===== src/rtl/a5_pkg.sv =====
// Shared definitions for the A5 ALU sequencer.
// Opcodes, instruction fields, FSM states and opcode classifiers.
package a5_pkg;

  localparam int DATA_W = 16;
  localparam int OP_W   = 8;
  localparam int IDX_W  = 2;
  localparam int NREGS  = 4;

  localparam logic [OP_W-1:0] OP_NOP    = 8'h00;
  localparam logic [OP_W-1:0] OP_ADD    = 8'h71;
  localparam logic [OP_W-1:0] OP_AND    = 8'h72;
  localparam logic [OP_W-1:0] OP_CLR    = 8'h73;
  localparam logic [OP_W-1:0] OP_CLB    = 8'h74;
  localparam logic [OP_W-1:0] OP_NOT    = 8'h75;
  localparam logic [OP_W-1:0] OP_INC    = 8'h76;
  localparam logic [OP_W-1:0] OP_DEC    = 8'h77;
  localparam logic [OP_W-1:0] OP_BIT_78 = 8'h78;
  localparam logic [OP_W-1:0] OP_BIT_79 = 8'h79;
  localparam logic [OP_W-1:0] OP_BIT_7A = 8'h7A;
  localparam logic [OP_W-1:0] OP_BIT_7B = 8'h7B;
  localparam logic [OP_W-1:0] OP_BIT_7C = 8'h7C;
  localparam logic [OP_W-1:0] OP_BIT_7D = 8'h7D;

  localparam int OPC_MSB = 15;
  localparam int OPC_LSB = 8;
  localparam int RD_MSB  = 7;
  localparam int RD_LSB  = 6;
  localparam int RA_MSB  = 5;
  localparam int RA_LSB  = 4;
  localparam int RB_MSB  = 3;
  localparam int RB_LSB  = 2;

  typedef enum logic [1:0] {
    ST_IDLE    = 2'd0,
    ST_ISSUE   = 2'd1,
    ST_CAPTURE = 2'd2
  } state_e;

  function automatic logic is_legal(
    input logic [OP_W-1:0] op
  );
    return (op >= OP_ADD) && (op <= OP_BIT_7D);
  endfunction

  // Arithmetic/logic class; bit ops keep flags.
  function automatic logic updates_flags(
    input logic [OP_W-1:0] op
  );
    return (op >= OP_ADD) && (op <= OP_DEC);
  endfunction

endpackage


===== src/rtl/a5_regfile.sv =====
// 4x16 register file: two combinational read ports, debug read port,
// one synchronous write port, synchronous active-high reset to zero.
module a5_regfile
  import a5_pkg::*;
(
  input  logic              clk,
  input  logic              rst,
  input  logic              we,
  input  logic [IDX_W-1:0]  waddr,
  input  logic [DATA_W-1:0] wdata,
  input  logic [IDX_W-1:0]  ra_addr,
  input  logic [IDX_W-1:0]  rb_addr,
  input  logic [IDX_W-1:0]  dbg_addr,
  output logic [DATA_W-1:0] ra_data,
  output logic [DATA_W-1:0] rb_data,
  output logic [DATA_W-1:0] dbg_data
);

  logic [DATA_W-1:0] mem_q [NREGS];
  logic [DATA_W-1:0] mem_d [NREGS];

  always_comb begin
    mem_d = mem_q;
    if (we) begin
      mem_d[waddr] = wdata;
    end
  end

  always_ff @(posedge clk) begin
    if (rst) begin
      mem_q <= '{default: '0};
    end else begin
      mem_q <= mem_d;
    end
  end

  assign ra_data  = mem_q[ra_addr];
  assign rb_data  = mem_q[rb_addr];
  assign dbg_data = mem_q[dbg_addr];

endmodule


===== src/rtl/a5_alu_sequencer.sv =====
// Issue/write-back controller for the A5 ALU: IDLE -> ISSUE -> CAPTURE.
// Ports: instr handshake, done/err/wb_data, flags, debug regfile port, ALU bus.
module a5_alu_sequencer
  import a5_pkg::*;
(
  input  logic              clk,
  input  logic              rst,
  input  logic              instr_valid,
  output logic              instr_ready,
  input  logic [15:0]       instr,
  output logic              done,
  output logic              err,
  output logic [DATA_W-1:0] wb_data,
  output logic              flag_c,
  output logic              flag_z,
  input  logic [IDX_W-1:0]  dbg_addr,
  output logic [DATA_W-1:0] dbg_data,
  input  logic              dbg_we,
  input  logic [DATA_W-1:0] dbg_wdata,
  output logic [DATA_W-1:0] alu_read_a,
  output logic [DATA_W-1:0] alu_read_b,
  output logic [OP_W-1:0]   alu_opcode2,
  input  logic [DATA_W-1:0] alu_result,
  input  logic              alu_carry,
  input  logic              alu_zero
);

  state_e      state_q, state_d;
  logic [15:0] instr_q, instr_d;
  logic        flag_c_q, flag_c_d;
  logic        flag_z_q, flag_z_d;

  logic              rf_we;
  logic [IDX_W-1:0]  rf_waddr;
  logic [DATA_W-1:0] rf_wdata;
  logic [DATA_W-1:0] ra_data;
  logic [DATA_W-1:0] rb_data;

  logic [OP_W-1:0]  op;
  logic [IDX_W-1:0] rd_idx;
  logic [IDX_W-1:0] ra_idx;
  logic [IDX_W-1:0] rb_idx;
  logic             legal;

  assign op     = instr_q[OPC_MSB:OPC_LSB];
  assign rd_idx = instr_q[RD_MSB:RD_LSB];
  assign ra_idx = instr_q[RA_MSB:RA_LSB];
  assign rb_idx = instr_q[RB_MSB:RB_LSB];
  assign legal  = is_legal(op);

  a5_regfile u_rf (
    .clk      (clk),
    .rst      (rst),
    .we       (rf_we),
    .waddr    (rf_waddr),
    .wdata    (rf_wdata),
    .ra_addr  (ra_idx),
    .rb_addr  (rb_idx),
    .dbg_addr (dbg_addr),
    .ra_data  (ra_data),
    .rb_data  (rb_data),
    .dbg_data (dbg_data)
  );

  always_comb begin
    state_d     = state_q;
    instr_d     = instr_q;
    flag_c_d    = flag_c_q;
    flag_z_d    = flag_z_q;
    instr_ready = 1'b0;
    done        = 1'b0;
    err         = 1'b0;
    wb_data     = '0;
    alu_read_a  = '0;
    alu_read_b  = '0;
    alu_opcode2 = OP_NOP;
    rf_we       = 1'b0;
    rf_waddr    = dbg_addr;
    rf_wdata    = dbg_wdata;
    unique case (state_q)
      ST_IDLE: begin
        instr_ready = 1'b1;
        // Debug preload shares the write port; no
        // write-back can happen in IDLE.
        rf_we = dbg_we;
        if (instr_valid) begin
          instr_d = instr;
          state_d = ST_ISSUE;
        end
      end
      ST_ISSUE: begin
        alu_read_a = ra_data;
        alu_read_b = rb_data;
        // NOP keeps the ALU holding its last outputs.
        alu_opcode2 = legal ? op : OP_NOP;
        state_d     = ST_CAPTURE;
      end
      ST_CAPTURE: begin
        done    = 1'b1;
        err     = ~legal;
        wb_data = alu_result;
        if (legal) begin
          rf_we    = 1'b1;
          rf_waddr = rd_idx;
          rf_wdata = alu_result;
          if (updates_flags(op)) begin
            flag_c_d = alu_carry;
            flag_z_d = alu_zero;
          end
        end
        state_d = ST_IDLE;
      end
      default: begin
        state_d = ST_IDLE;
      end
    endcase
  end

  always_ff @(posedge clk) begin
    if (rst) begin
      state_q  <= ST_IDLE;
      instr_q  <= '0;
      flag_c_q <= 1'b0;
      flag_z_q <= 1'b0;
    end else begin
      state_q  <= state_d;
      instr_q  <= instr_d;
      flag_c_q <= flag_c_d;
      flag_z_q <= flag_z_d;
    end
  end

  assign flag_c = flag_c_q;
  assign flag_z = flag_z_q;

endmodule


===== config.mk =====
export PLATFORM = sky130hd
export DESIGN_NAME = a5_alu_sequencer
export DESIGN_NICKNAME = d
export VERILOG_FILES = /design/src/rtl/a5_pkg.sv /design/src/rtl/a5_regfile.sv /design/src/rtl/a5_alu_sequencer.sv
export SDC_FILE = /design/constraint.sdc
export NUM_CORES = 1
export LEC_CHECK = 0
export CAP_MARGIN = 25
export CORE_ASPECT_RATIO = 0.6
export CORE_MARGIN = 10
export CORE_UTILIZATION = 28
export DETAILED_ROUTE_END_ITERATION = 12
export PLACE_DENSITY = 0.62
export SLEW_MARGIN = 20
export SYNTH_ARGS = -nofsm -noshare
export SYNTH_HDL_FRONTEND = slang
export SYNTH_SLANG_ARGS = --single-unit

===== constraint.sdc =====
create_clock -name clk -period 2.3 [get_ports clk]
set_input_delay 0.46 -clock clk [delete_from_list [all_inputs] [get_ports clk]]
set_output_delay 0.46 -clock clk [all_outputs]
set_load 0.005 [all_outputs]

* Yosys cells after proc, flatten, opt, wreduce, memory -nomap -nowiden
Index checks and enable logic that the tools add are counted.
Operators by class: order comparisons 8, equality and inequality tests 3, multiplexer cells 28, bitwise operators 5, reductions and logical operators 6
Operators with widths (count):
- 2-to-1 mux 16 bit | 12
- binary-select mux 16 bit (select 2 bit) | 3
- bitwise mux 64 bit | 1
- demux 16 bit (select 2 bit) | 1
- <= comparator 8 x 7 -> 1 bit (second input constant) | 2
- 2-to-1 mux 8 bit | 2
- greater-or-equal comparator 3 bit (second input constant) | 4
- inverter 2 -> 3 bit | 4
- greater-or-equal comparator 8 x 7 -> 1 bit (second input constant) | 1
- 2-to-1 mux 2 bit | 3
- 2-to-1 mux 1 bit | 4
- case mux 2 bit (2 select lines) | 1
- logical AND 1 bit | 3
- less-than comparator 3 x 1 -> 1 bit (second input constant) | 1
- AND reduction 3 bit | 1
- == test 2 x 1 -> 1 bit (second input constant) | 1
- == test 2 bit (second input constant) | 1
- logical NOT 2 bit | 1
- != test 2 bit (second input constant) | 1
- case mux 1 bit (2 select lines) | 1
- AND reduction 2 bit | 1
- inverter 1 bit | 1
Storage, ports and cells: register bits 84, word-level logic and storage cells 58

* Longest topological paths before layout
depth in word-level cells 10, gate-level depth with buffers 8

* Cells and area by module
From an unflattened synthesis, not the netlist that was laid out.
Second synthesis, totals: cells, all modules 446, area total of the unflattened synthesis 5092.4 um2
Modules (own cells, without submodules):
- a5_regfile | times used 1, cells each 289, area each 3718.6 um2, seq. area each 1281.2 um2
- a5_alu_sequencer | times used 1, cells each 157, area each 1373.8 um2, seq. area each 360.3 um2

* Worst setup path before layout
No wires, ideal clock.
kind reg2out, start register instr_q[4], end output port alu_read_a[10], data arrival time 1706 ps, required time 1840 ps, slack 134 ps, cell stages (with the launch flop) 5, cell sequence dfxtp_1 clkbuf_1 buf_2 mux4_2 nor2b_1
Between the ends: longest elaborated chain between the ends 5
RTL lines:
- start: declaration | line a5_alu_sequencer.sv:29 | logic [15:0] instr_q, instr_d;
- start signal: assignment | line a5_alu_sequencer.sv:127 | instr_q <= instr_d;
- inverter 2 -> 3 bit (not written as such) | line a5_regfile.sv:37 | assign ra_data = mem_q[ra_addr];
- binary-select mux 16 bit (select 2 bit) | line a5_regfile.sv:37
- 2-to-1 mux 16 bit (not written as such) (2 in series) | line a5_regfile.sv:37
- 2-to-1 mux 16 bit | line a5_alu_sequencer.sv:80 | unique case (state_q)
- end: declaration | line a5_alu_sequencer.sv:20 | output logic [DATA_W-1:0] alu_read_a,
Every way passes these cells. The select of a mux whose other input is x is not followed.

* Final worst setup path
start input port dbg_addr[0], end output port dbg_data[3]
Between the ends: longest elaborated chain between the ends 4
RTL lines:
- start: declaration | line a5_alu_sequencer.sv:16 | input logic [IDX_W-1:0] dbg_addr,
- inverter 2 -> 3 bit (not written as such) | line a5_regfile.sv:39 | assign dbg_data = mem_q[dbg_addr];
- binary-select mux 16 bit (select 2 bit) | line a5_regfile.sv:39
- 2-to-1 mux 16 bit (not written as such) (2 in series) | line a5_regfile.sv:39
- end: declaration | line a5_alu_sequencer.sv:17 | output logic [DATA_W-1:0] dbg_data,
Every way passes these cells. The select of a mux whose other input is x is not followed.

==> reports/qor.yml <==
outcome:
  outcome: "completed"
synthesis:
  syn_area_um2: 4870
  synth_top_family_by_area: "multiplexers"
  syn_avg_cell_area_um2: 10.4
  ys.flop_type: "dfxtp_1"
  synth_xor_area_share_pct: 0
  synth.area.top_cells: "dfxtp_1 (34%), mux4_2 (22%), a211oi_1 (12%)"
  synth_fa_ha_area_share_pct: 0
  yosysUniqueCellTypes: 36
  synth_common_cells: "dfxtp_1 (82), a211oi_1 (79), mux4_2 (48), nor3_1 (48)"
  ys.warnings.count: 0
  syn_nets: 524
  synthSimpleGateAreaFrac_pct: 20.2
  yosys.area.top_type_share_pct: 33.7
  yosys.area.top_type: "dfxtp_1"
  synth_seq_area_share_pct: 33.7
  muxShareOfSynthArea_pct: 25.5
  yosys.cell_count.top_type: "dfxtp_1"
  synth_compound_area_share_pct: 14.7
  ys_async_sr_fraction_pct: 0
  syn_inst: 468
  ys_seq_elements: 82
  synth_edf_count: 0
pwr:
  finalPower_uw: 3930
  clkPwrFrac_pct: 41.1
  seqPwrFrac_pct: 40.3
  swShare_pct: 25.0
  intPower_uw: 2950
  power.switching_uw: 982
  power.density_nw_per_um2: 553
  p_leak_uw: 0.00269
  peakVddDrop_v: 0.000322
  combPwrFrac_pct: 18.6
finish:
  area_growth_pct: 46.1
  num_antenna_cells: 0
  final_util_pct: 41.6
  drive_gt1_share_pct: 24.3
  fill_cells: 1640
  nets: 660
  final-seq-area_um2: 1660
  multi_input_area_um2: 3010
setup_path:
  cpMaxStageDelayCell: "mux4_2"
  worstPathArrival_ps: 1800
  path_max_fanout: 7
  start_kind: "input port"
  worstPathRequired_ps: 1840
  path_class: "input port to primary output"
  worst_setup_path_end_kind: "primary output"
  slowest_delay_ps: 510
  crit_chain: "buf_2, buf_12, mux4_2, clkdlybuf4s50_1"
global_route:
  antenna_found_initial: 0
  grt_usage_pct: 15.5
  grt_pass1_wl_um: 27700
  grt_max_degree: 83
  first_global_vias: 4564
  grt-ovfl-total: 0
place:
  portBuffers: 129
  gp_congestion: 0.845
  dpl.hpwl_um: 13000
clock_tree:
  cts.clk_slew.worst_paths_ps: 60
  clock_sinks: 82
  htree_num_levels: 3
  cts_root_buf: "clkbuf_16"
  cts_max_path_buffers: 2
  cts_made_buffers: 9
  clk-insertion-delay-late_ps: 340
  cts_tree: "built"
timing:
  clock_skew_ps: 5.90
  relSlewSlack_pct: 65.5
  maxSlewViolCount: 0
  finalHoldViolCount: 0
  worst_pin_slew_ps: 503
  fin_crit_ps: 2260
  setup_viol: 0
  finalCritPeriodShare_pct: 98.2
  grt_setup_unrepaired: "no"
  setup_tns_ps: 0
  clock.fmax_mhz: 443
route:
  viasPerCell: 5.47
  first_pass_iters: 4
  drc: 0
  drtIter0Drc: 300
  ant_nets: 0
  totalWireLength_um: 18400
  wl_per_cell_um: 21.8
  vias: 4615
die:
  die_area_um2: 23200
  die_w_um: 190
  io_pins: 133
  initial_utilization_pct: 28.5
  core_area_um2: 17100
  core.rowCount: 37
  fp.dieH_um: 122
flow_run:
  drv_cap: 0
min_path:
  hold_class: "flip-flop to flip-flop"
[cell type report]
class / count / area share (%)
multi-input cells: 330 / 42.4
repair buffers: 181 / 25.4
flip-flops and latches: 82 / 23.3
well taps: 234 / 4.12
clock buffers: 12 / 3.75
clock inverters: 4 / 1.02
[stage by stage]
step | hold WS, ps | std cells | setup WS [ps] | instance area, um2
2_1_floorplan | 456 | 468 | 134 | 4870
3_3_place_gp | 465 | 817 | -408 | 6620
3_5_place_dp | 480 | 817 | -406 | 6620
4_1_cts | 494 | 843 | -47.9 | 7140
5_1_grt | 524 | 843 | 1.35 | 7110
6_report | 495 | 843 | 42.5 | 7110
[power by group through the flow]
stage | Sequential (uW) | Combinational, uW | Clock, uW
after floorplan | 1570 | 390 | 0
after global placement | 1600 | 681 | 0
after detailed placement | 1610 | 694 | 0
after CTS | 1580 | 734 | 1640
after global routing | 1590 | 786 | 1700
final | 1580 | 730 | 1610
[flip-flops by register name (all words and copies together), names as in the netlist]
signal / cells
u_rf.mem_q: 64
state_q: 2
flag_z: 1
instr_q: 14
flag_c: 1
[placed cells by master, fill, tap and decap left out, types with 3 or more instances in the layout]
master	synthesis	layout
nor2b_1	33	31
nand2_1	29	29
clkdlybuf4s15_1	0	10
a211oi_1	79	79
mux2i_1	16	16
nor4_4	4	5
and4b_1	3	3
nand3_1	3	3
dfxtp_1	82	74
dfxtp_2	0	6
dlygate4sd2_1	0	30
clkbuf_8	0	3
buf_2	8	3
buf_12	0	10
nor2_1	4	4
clkbuf_16	0	9
or2_1	3	3
nor3_1	48	48
buf_6	7	4
mux4_2	48	48
buf_4	2	35
clkbuf_2	0	6
a21oi_1	17	17
and2_1	20	20
clkdlybuf4s50_1	0	79
[per-layer routing]
| layer | part of all wire, % | track usage (%) | routed length, um | vias to the layer above |
|---|---|---|---|---|
| met5 | 0 | 0 | 0 | - |
| met1 | 46 | 21.4 | 8410 | 2263 |
| li1 | - | - | - | 2088 |
| met2 | 43 | 23.3 | 7920 | 249 |
| met3 | 10 | 5.17 | 1850 | 15 |
| met4 | 0.96 | 3.09 | 176 | 0 |
[critical path: cells and delay by family]
kind	cells	cell delay [ps]
buf+inv	3	830
mux	1	510
[cell families (layout without fill, tap and decap cells)]
group	Yosys count	in the layout
AO/OA/AOI/OAI	101	101
buffers and inverters	56	197
flip-flops	82	82
multiplexers	64	64
other	1	1
AND/OR/NAND/NOR	164	164
[final timing paths]
path	slack, ps	cells past startpoint	start	end
setup reg to reg	190	6	instr_q[11]$_SDFFE_PP0P_	u_rf.mem_q[45]$_SDFFE_PP0P_
hold reg to reg	490	2	instr_q[8]$_SDFFE_PP0P_	instr_q[8]$_SDFFE_PP0P_
setup / recovery	40	4	dbg_addr[0]	dbg_data[3]
hold / removal	490	2	instr_q[8]$_SDFFE_PP0P_	instr_q[8]$_SDFFE_PP0P_
[what timing repair did]
action | in CTS | in global routing
resized for setup | 87 | 17
endpoints found under the setup margin | 56 | 16
hold buffers | 0 | 0
cloned | 3 | 0
pin swaps | 2 | 0
setup buffers | 7 | 1
Power figures use the tool's default switching activity.
